==> src/rtl/pe_pkg.sv <==
// Shared types and constants for the PE controller.
package pe_pkg;

  localparam int TAPS      = 16;
  localparam int LANES     = 4;
  localparam int GROUP     = 4;
  localparam int PE_ADDR_W = 32;
  localparam int SEL_W     = $clog2(TAPS);

  typedef enum logic [2:0] {
    IDLE,
    LOAD,
    CLR,
    MAC,
    SHIFT,
    PAD,
    WRITE,
    FIN
  } state_t;

endpackage

==> src/rtl/pe_tap_sequencer.sv <==
// Tap/beat index counter: advances only on accepted beats and holds through stalls.
module pe_tap_sequencer
  import pe_pkg::*;
(
  input  logic             clk,
  input  logic             rst,
  input  logic             clr,
  input  logic             adv,
  output logic [SEL_W-1:0] cnt,
  output logic             last_tap,
  output logic             last_beat
);

  localparam logic [SEL_W-1:0] LAST_TAP  = SEL_W'(TAPS - 1);
  localparam logic [SEL_W-1:0] LAST_BEAT = SEL_W'(TAPS / LANES - 1);

  always_ff @(posedge clk) begin
    if (!rst) begin
      cnt <= '0;
    end else if (clr) begin
      cnt <= '0;
    end else if (adv) begin
      cnt <= cnt + SEL_W'(1);
    end
  end

  assign last_tap  = (cnt == LAST_TAP);
  assign last_beat = (cnt == LAST_BEAT);

endmodule

==> src/rtl/pe_controller.sv <==
// Sequencer for one PE datapath: kernel load, per-output MAC, grouped OFM writes.
// Optional stall counter output enabled by defining PE_CTRL_PERF_EN.
module pe_controller
  import pe_pkg::*;
#(
  parameter int ADDR_W = PE_ADDR_W
) (
  input  logic              clk,
  input  logic              rst,
  input  logic              start,
  input  logic [31:0]       num_outputs,
  input  logic              kernel_valid,
  output logic              kernel_ready,
  input  logic              ifm_valid,
  output logic              ifm_ready,
  input  logic              cout4,
  output logic [TAPS-1:0]   en1,
  output logic [SEL_W-1:0]  sel,
  output logic              en2,
  output logic              rst2,
  output logic              en3,
  output logic              en4,
  output logic              rst4,
  output logic              wr,
  output logic [ADDR_W-1:0] addr,
  output logic [31:0]       number,
  output logic              done,
  output logic              busy
`ifdef PE_CTRL_PERF_EN
  ,
  output logic [31:0]       stall_cycles
`endif
);

  state_t             state, state_n;
  logic               pad_ph;
  logic [31:0]        out_cnt;
  logic [31:0]        number_q;
  logic [ADDR_W-1:0]  addr_q;

  logic               seq_clr, seq_adv, last_tap, last_beat;
  logic [SEL_W-1:0]   seq_cnt;

  logic [TAPS-1:0]    o_en1;
  logic [SEL_W-1:0]   o_sel;
  logic               o_kready, o_iready, o_en2, o_rst2, o_en3, o_en4, o_rst4;
  logic               o_wr, o_done;

  pe_tap_sequencer u_seq (
    .clk       (clk),
    .rst       (rst),
    .clr       (seq_clr),
    .adv       (seq_adv),
    .cnt       (seq_cnt),
    .last_tap  (last_tap),
    .last_beat (last_beat)
  );

  always_comb begin
    state_n  = state;
    seq_clr  = 1'b0;
    seq_adv  = 1'b0;
    o_en1    = '0;
    o_sel    = '0;
    o_kready = 1'b0;
    o_iready = 1'b0;
    o_en2    = 1'b0;
    o_rst2   = 1'b0;
    o_en3    = 1'b0;
    o_en4    = 1'b0;
    o_rst4   = 1'b0;
    o_wr     = 1'b0;
    o_done   = 1'b0;
    case (state)
      IDLE: begin
        o_rst4  = 1'b1;
        seq_clr = 1'b1;
        if (start) state_n = (num_outputs == 32'd0) ? FIN : LOAD;
      end
      LOAD: begin
        o_kready = 1'b1;
        if (kernel_valid) begin
          o_en1   = {{(TAPS-LANES){1'b0}}, {LANES{1'b1}}} << (LANES * int'(seq_cnt));
          seq_adv = 1'b1;
          if (last_beat) state_n = CLR;
        end
      end
      CLR: begin
        o_rst2  = 1'b1;
        seq_clr = 1'b1;
        state_n = MAC;
      end
      MAC: begin
        o_iready = 1'b1;
        o_en2    = ifm_valid;
        o_sel    = seq_cnt;
        seq_adv  = ifm_valid;
        if (ifm_valid && last_tap) state_n = SHIFT;
      end
      SHIFT: begin
        o_en3 = 1'b1;
        o_en4 = 1'b1;
        if (cout4)                                state_n = WRITE;
        else if (out_cnt + 32'd1 == number_q)     state_n = PAD;
        else                                      state_n = CLR;
      end
      PAD: begin
        // Alternate a MAC clear with a shift so zeros fill the partial group.
        if (!pad_ph) begin
          o_rst2 = 1'b1;
        end else begin
          o_en3 = 1'b1;
          o_en4 = 1'b1;
          if (cout4) state_n = WRITE;
        end
      end
      WRITE: begin
        o_wr    = 1'b1;
        state_n = (out_cnt == number_q) ? FIN : CLR;
      end
      FIN: begin
        o_done  = 1'b1;
        state_n = IDLE;
      end
      default: state_n = IDLE;
    endcase
  end

  always_ff @(posedge clk) begin
    if (!rst) begin
      state    <= IDLE;
      pad_ph   <= 1'b0;
      out_cnt  <= '0;
      number_q <= '0;
      addr_q   <= '0;
    end else begin
      state <= state_n;
      case (state)
        IDLE: if (start) begin
          number_q <= num_outputs;
          addr_q   <= '0;
          out_cnt  <= '0;
        end
        SHIFT: begin
          out_cnt <= out_cnt + 32'd1;
          pad_ph  <= 1'b0;
        end
        PAD:     pad_ph <= ~pad_ph;
        WRITE:   addr_q <= addr_q + ADDR_W'(1);
        default: ;
      endcase
    end
  end

`ifdef PE_CTRL_PERF_EN
  logic [31:0] stall_q;

  always_ff @(posedge clk) begin
    if (!rst) begin
      stall_q <= '0;
    end else if (state == IDLE && start) begin
      stall_q <= '0;
    end else if (state == MAC && !ifm_valid && stall_q != '1) begin
      stall_q <= stall_q + 32'd1;
    end
  end

  assign stall_cycles = rst ? stall_q : '0;
`endif

  // Every output reads as zero while reset is held, so an abort never leaks a strobe.
  assign en1          = rst ? o_en1    : '0;
  assign sel          = rst ? o_sel    : '0;
  assign kernel_ready = rst & o_kready;
  assign ifm_ready    = rst & o_iready;
  assign en2          = rst & o_en2;
  assign rst2         = rst & o_rst2;
  assign en3          = rst & o_en3;
  assign en4          = rst & o_en4;
  assign rst4         = rst & o_rst4;
  assign wr           = rst & o_wr;
  assign done         = rst & o_done;
  assign busy         = rst & (state != IDLE);
  assign addr         = rst ? addr_q   : '0;
  assign number       = rst ? number_q : '0;

endmodule
==> config.mk <==
export PLATFORM = sky130hd
export DESIGN_NAME = pe_controller
export DESIGN_NICKNAME = d
export VERILOG_FILES = /design/src/rtl/pe_pkg.sv /design/src/rtl/pe_tap_sequencer.sv /design/src/rtl/pe_controller.sv
export SDC_FILE = /design/constraint.sdc
export NUM_CORES = 1
export LEC_CHECK = 0
export CAP_MARGIN = 20
export CORE_MARGIN = 2
export CORE_UTILIZATION = 29
export CTS_CLUSTER_DIAMETER = 100
export CTS_CLUSTER_SIZE = 8
export DETAILED_ROUTE_END_ITERATION = 8
export GPL_ROUTABILITY_DRIVEN = 0
export SETUP_SLACK_MARGIN = 0.5
export SYNTH_ARGS = -nofsm -noshare
export SYNTH_HDL_FRONTEND = slang
export SYNTH_SLANG_ARGS = --single-unit
==> constraint.sdc <==
create_clock -name clk -period 7.8 [get_ports clk]
set_input_delay 1.56 -clock clk [delete_from_list [all_inputs] [get_ports clk]]
set_output_delay 1.56 -clock clk [all_outputs]
set_load 0.01 [all_outputs]
Word-level counts from Yosys, hierarchy flattened

Index checks and enable logic that the tools add are counted.

Latch bits: 0
Memories: 0
Output and inout bits: 94
Bits in writable memories: 0
Bits in read-only memories: 0
Logic and storage cells: 86
Bits of input ports: 38
Register bits: 104

Add/sub/neg operators: 3
$mul: 0
Multiplexer cells: 35
Divide/modulo/power cells: 0
Magnitude comparators: 0
Eq/ne operators: 17
Shifts and indexed selects: 1
Reduce and logical (&&, ||, !) cells: 13
Bitwise logic cells: 11

Operators with widths:

| cell                                                                  | count |
|---|---|
| 32-bit case mux with 2 select lines                                   | 2 |
| 32-bit 2-to-1 mux                                                     | 3 |
| 32-bit by 1-bit adder with 32-bit output, second input constant       | 2 |
| 32-bit equality test                                                  | 2 |
| 16-bit 2-to-1 mux                                                     | 3 |
| 32-bit logical NOT                                                    | 1 |
| 3-bit 2-to-1 mux                                                      | 10 |
| 3-bit case mux with 8 select lines                                    | 1 |
| 4-bit by 6-bit left shift with 16-bit output, first input constant    | 1 |
| 3-bit equality test, second input constant                            | 4 |
| 2-bit inequality test, second input constant                          | 6 |
| 1-bit 2-to-1 mux                                                      | 10 |
| 1-bit AND                                                             | 9 |
| 4-bit 2-to-1 mux                                                      | 2 |
| 1-bit case mux with 2 select lines                                    | 4 |
| 3-bit by 2-bit equality test with 1-bit output, second input constant | 2 |
| 2-bit AND reduction                                                   | 3 |
| 6-bit AND reduction                                                   | 1 |
| 2-bit nonzero test                                                    | 3 |
| 4-bit by 1-bit adder with 4-bit output, second input constant         | 1 |
| 4-bit by 2-bit equality test with 1-bit output, second input constant | 1 |
| 4-bit equality test, second input constant                            | 1 |
| 2-bit OR reduction                                                    | 2 |
| 3-bit by 1-bit equality test with 1-bit output, second input constant | 1 |
| other kinds (4)                                                       | 5 |

Depth between registers and ports, before layout

Gate-level depths: netlist of run 1.

Depth after elaboration: 5
Gate-level depth with buffers: 10
Gate-level depth less buffers: 9

Cells and area by module

A second synthesis of run 1 with hierarchy kept.

Cell total of the unflattened synthesis: 908
Area, all modules: 6,831.6 µm²

Modules (own cells, without submodules):

| module           | sequential area each (µm²) | area each (µm²) | cells each | instances |
|---|---|---|---|---|
| pe_controller    | 2,001.9                    | 6,636.4         | 889        | 1 |
| pe_tap_sequencer | 80.1                       | 195.2           | 19         | 1 |

Worst setup path before layout of run 1

OpenSTA, ideal clock, no wires.

Kind: input to output
From: input kernel_valid
To: output en1[10]
Setup slack: 3.563 ns
Required time: 6.240 ns
Arrival time: 2.677 ns
Stages: 5
Cell sequence: nand2b_1 -> nor3_1 -> nand3_1 -> nor3b_1 -> buf_4

Word-level cells in the longest chain between the ends: 3

RTL lines:

| element           | line                 | RTL |
|---|---|---|
| start, declared   | pe_controller.sv:12  | `input logic kernel_valid,` |
| 16-bit 2-to-1 mux | pe_controller.sv:82  | `if (kernel_valid) begin` |
| 16-bit 2-to-1 mux | pe_controller.sv:74  | `case (state)` |
| 16-bit 2-to-1 mux | pe_controller.sv:172 | `assign en1 = rst ? o_en1 : '0;` |
| end, declared     | pe_controller.sv:17  | `output logic [TAPS-1:0] en1,` |

Every way passes these cells.

Worst setup path after layout of run 1

From: input kernel_valid
To: output en1[0]

Same word-level chain as after synthesis.

==> results.ini, run 1 <==
[power]
power_density_nw_per_um2=197
p_sw_uw=588
pwr-share-clk=0.273
power_frac_seq=0.398
power_leakage_nw=2.92
p_comb_frac=0.329
switching_share=0.361
p_int_mw=1.04
ir_drop_mv=0.0982
power_mw=1.63

[route]
wirelength_um=18600
drcViolationCount=0
wl_met3_um=948
dr_total_vias=6262
viasPerCell=5.00
dr.max_layer_used=met4
route.detailed.wl_per_inst_um=14.8
drt_iter0_markers=342
route.met2.wl_um=8430
ant_nets=0
wl_met1_um=8840
drtPass1Iterations=5

[worst_setup_path]
cp.arrival_ps=3570
r2r_slack_ps=4390
worst_ep_required_time_ps=6240
critPathKind=in2out
crit_path_start_kind=input pin
end_kind=primary output
crit_fanout=4

[yosys]
yosys.area_share.simple=0.381
synth_top_family_by_area=simple AND/OR/NAND/NOR gates
ys_seq_area_frac=0.312
synth_mux_area_frac=0.0137
synth_compound_area_frac=0.156
synth_seq_cells=104
synth_area_um2=6680
syn_nets=923
avgSynthCellArea_um2=7.57
yosys_warnings=0
synth_edf_count=0
synthXorXnorAreaFrac=0.0682
synth_cells=882
ys.flop_type=dfxtp_1
synth_adder_area_share=0.00562
ys_types=62
async_reset_ff_frac=0

[hold_path]
hold_class=reg2reg

[clock_tree]
root_buffer=clkbuf_16
clock-sinks=104
holdBufCountCts=0
cts_buffers=9
clk_path_buf_depth=2
clock_latency_ps=350
cts_tree=yes
cts_resized=0
post_cts_buffers=0
clk_pin_slew_ps=70
cts_max_level=3

[finish]
layout.nets=1005
area_growth_pct=24.0
diodes=0
layout_commonest_cell=nand2_1
n_fill_cell=2395
multi_input_area_um2=4180
seqCellArea_um2=2080
drive_gt1_frac=0.0403
layout_common_cells=133 x nand2_1, 130 x clkdlybuf4s50_1, 104 x dfxtp_1

[floorplan]
rows=55
core_area_um2=22600
die-area_um2=24300
die_x_um=156
boundaryPins=132
die_h_um=156
start_util=0.295

[placed_design]
portBuffers=131
hpwl_um=13500

[timing]
slew_viol_final=0
finalCritPeriodShare=0.658
timing.final.crit_period_ps=5130
hold_violations=0
finalSetupViolCount=0
slew_headroom=0.512
rsz0062_at_grt=no
clock_skew_ps=5.97
tightestPinTransition_ps=726
setup-tns-final_ps=0
fmax_ghz=0.195

[global_routing]
grt_pass1_wl_um=30100
grt_max_degree=63
antenna_found_initial=0
first_global_vias=5716
grt_use_total=0.154
overflow=0

[outcome]
outcome=completed

[job]
drv_cap=0

[power by group through the flow]
stage               Clock (mW)  Sequential (mW)  Combinational (mW)
floorplan                    0            0.620               0.371
global route             0.483            0.659               0.595
finish                   0.444            0.649               0.536
detailed placement           0            0.662               0.537
global placement             0            0.662               0.533
CTS                      0.464            0.649               0.540
[per-stage QoR]
step	cell area (um2)	instances	util	hold WS, ps	setup slack (ps)
6_report	8280	1253	0.366	488	2670
3_5_place_dp	8000	1238	0.353	482	2600
3_3_place_gp	7990	1237	0.353	483	2590
4_1_cts	8280	1253	0.366	492	2580
2_1_floorplan	6680	882	-	463	3560
5_1_grt	8280	1253	0.366	515	2490
[final timing paths]
path,endpoint,startpoint,depth (start not counted)
setup reg to reg,addr_q[29],state[1],8
hold / removal,number_q[27],number_q[27],2
setup / recovery,en1[0],kernel_valid,6
hold reg to reg,number_q[27],number_q[27],2
[worst max-delay path, stage by stage]
cell,delay (ps)
clkdlybuf4s50_1,470
nand2b_1,70
nor3_1,210
nand3_1,190
nor3_1,430
clkdlybuf4s50_1,640
[Yosys cell counts (all sizes together) (4+ instances only)]
master  count  area (um2)
nand3b      4        30.0
buf        25         210
or4         5        43.8
and4        4        35.0
o21ai      37         185
and3       23         144
a21oi      21         105
xnor2      29         254
o21a       13        97.6
nand4      14         103
and2      100         626
nor2       54         203
nor3b       5        37.5
xor2       23         201
dfxtp     104        2080
or3        14        93.8
nor2b      12        75.1
a21o        4        31.3
a21boi     48         360
nand2b      7        43.8
mux2i       8        80.1
nand2     134         503
o211ai      9        67.6
nand3      52         270
a31oi       6        37.5
inv         6        22.5
nor3       25         130
nor4       25         156
clkbuf     42         189
[layer usage]
metal  up-vias  GRT usage
li1       3230          -
met3        21     0.0267
met1      2832      0.209
met5         -          0
met4         0     0.0489
met2       179      0.248
[state kept, by name, summed over array words and instances (netlist names)]
signal     flops
addr_q        32
number_q      32
out_cnt       32
u_seq.cnt      4
state          3
pad_ph         1
[cell type report]
| type | count | area share |
|---|---|---|
| Clock inverter | 2 | 0.00166 |
| Multi-Input combinational cell | 705 | 0.504 |
| Sequential cell | 104 | 0.251 |
| Inverter | 6 | 0.00272 |
| Clock buffer | 13 | 0.0326 |
| Timing Repair Buffer | 138 | 0.164 |
| Tap cell | 285 | 0.0431 |
[cells by family after synthesis]
group / count (synthesis)
AOI/OAI and AO/OA: 156
xor gates and xnor gates: 52
adders and majority gates: 3
buffers and inverters: 73
DFF: 104
muxes: 9
and+or+nand+nor: 485
(Power assumes the default switching activity.)
==> inputs of run 2 (changes only) <==
==> constraint.sdc (replaced) <==
create_clock -name clk -period 4.6 [get_ports clk]
set_input_delay 0.92 -clock clk [delete_from_list [all_inputs] [get_ports clk]]
set_output_delay 0.92 -clock clk [all_outputs]
set_load 0.01 [all_outputs]
==> run 2 against run 1 <==
Effect of this change: non-clock buffer count is 2 higher; flip-flop and latch count stayed put; clock power is 93% higher; final area is 1.0% higher; critical endpoint is now en1[9]; via count is 1.5% higher; setup slack worse by 2000 ps.
==> results.ini, run 2 (synthesis gave the netlist of run 1 again) <==
[route]
viasPerCell=5.07
drcViolationCount=0
dr_total_vias=6358
ant_nets=0
drt_iter0_markers=399
drtPass1Iterations=5
route.detailed.wl_per_inst_um=15.1
wirelength_um=18900

[clock_tree]
cts_buffers=9
cts_tree=yes
clk_pin_slew_ps=70
cts_max_level=3
root_buffer=clkbuf_16
clock-sinks=104
post_cts_buffers=0
clk_path_buf_depth=2
clock_latency_ps=360

[timing]
hold_slack_ps=491
slew_viol_final=0
fmax_ghz=0.257
finalSetupViolCount=0
slew_headroom=0.372
tightestPinTransition_ps=935
rsz0062_at_grt=no
setup-tns-final_ps=0
clock_skew_ps=8.58
finalCritPeriodShare=0.845
timing.final.crit_period_ps=3890
hold_violations=0

[worst_setup_path]
crit_path_start_kind=input pin
cpMostUsedCell=clkdlybuf4s50_1
worst_ep_required_time_ps=3680
slowest_stage=clkdlybuf4s50_1
end_kind=primary output
critPathKind=in2out
cp.arrival_ps=2970
worstPathCellList=clkdlybuf4s50_1 > nand2b_1 > nor3_1 > nand3_1 > nor3b_1 > clkdlybuf4s50_1
crit_fanout=4
critical_path.max_stage_delay_ps=620

[global_routing]
antenna_found_initial=0
grt_pass1_wl_um=30800
first_global_vias=5883
grt_use_total=0.157
overflow=0
grt_max_degree=73

[finish]
top_regs=addr_q (32), number_q (32), out_cnt (32)
area_growth_pct=25.3
seqCellArea_um2=2080
n_fill_cell=2367
diodes=0
layout_common_cells=133 x nand2_1, 130 x clkdlybuf4s50_1, 104 x dfxtp_1
drive_gt1_frac=0.0443
multi_input_area_um2=4180
layout.nets=1007
layout_commonest_cell=nand2_1

[power]
power_leakage_nw=2.95
p_comb_frac=0.319
ir_drop_mv=0.171
pwr-share-clk=0.298
power_frac_seq=0.383
power_density_nw_per_um2=344
p_int_mw=1.85
switching_share=0.357
p_sw_mw=1.02

[placed_design]
portBuffers=131
hpwl_um=13700

[hold_path]
hold_class=reg2reg

[outcome]
outcome=completed

[floorplan]
die_x_um=156
core_area_um2=22600
die_h_um=156
start_util=0.295
die-area_um2=24300
boundaryPins=132
rows=55

[job]
drv_cap=0

## run 2: cell count changes in the layout (fill, tap and decap cells not counted)
cell	previous run	this run
clkbuf_1	1	0
clkinvlp_4	0	1
bufinv_16	0	2
clkbuf_8	3	1
nor3_2	1	2
nor3_1	24	23
buf_4	7	8
buf_2	1	0
buf_12	0	2
## run 2: power by group through the flow
| stage | Sequential, mW | Combinational (mW) | Clock, mW |
|---|---|---|---|
| floorplan | 1.05 | 0.630 | 0 |
| global placement | 1.12 | 0.908 | 0 |
| detailed placement | 1.12 | 0.916 | 0 |
| CTS | 1.10 | 0.919 | 0.881 |
| global route | 1.11 | 1.01 | 0.915 |
| finish | 1.10 | 0.916 | 0.856 |
## run 2: path summary, 6_finish.rpt
path,start,endpoint,slack [ps],depth (start not counted)
min,number_q[27],number_q[27],490,2
min reg2reg,number_q[27],number_q[27],490,2
max,kernel_valid,en1[9],710,6
max reg2reg,state[1],addr_q[29],1420,9
## run 2: stage by stage
stage / cell area [um2] / setup WS (ps) / total power [mW] / instances / utilization
finish: 8360 / 711 / 2.87 / 1255 / 0.369
global route: 8360 / 508 / 3.04 / 1255 / 0.369
CTS: 8360 / 656 / 2.90 / 1255 / 0.369
detailed placement: 8040 / 684 / 2.04 / 1240 / 0.355
global placement: 8040 / 668 / 2.03 / 1240 / 0.355
floorplan: 6680 / 1640 / 1.68 / 882 / -
## run 2: repair_timing
action,4_1_cts,5_1_grt
gates resized for setup,0,1
hold buffers,0,0
setup endpoints to repair,0,3
## run 2: routing by layer
metal | vias to the layer above | part of all wire | GRT usage
met2 | 172 | 0.45 | 0.250
met3 | 22 | 0.048 | 0.0244
li1 | 3221 | - | -
met4 | 0 | 0.026 | 0.0620
met1 | 2943 | 0.48 | 0.214
met5 | - | 0 | 0
## run 2: final cells by class
| class | count | share of cell area |
|---|---|---|
| clock inverter | 5 | 0.00972 |
| inverter | 6 | 0.00269 |
| timing repair buffer | 140 | 0.168 |
| clock buffer | 10 | 0.0286 |
| multi-input combinational | 705 | 0.500 |
| tap | 285 | 0.0426 |
| sequential | 104 | 0.249 |
## run 2: critical path, delay by kind of cell
family                 cells  cell delay, ps
buffers and inverters      2            1110
AND/OR/NAND/NOR            4             950
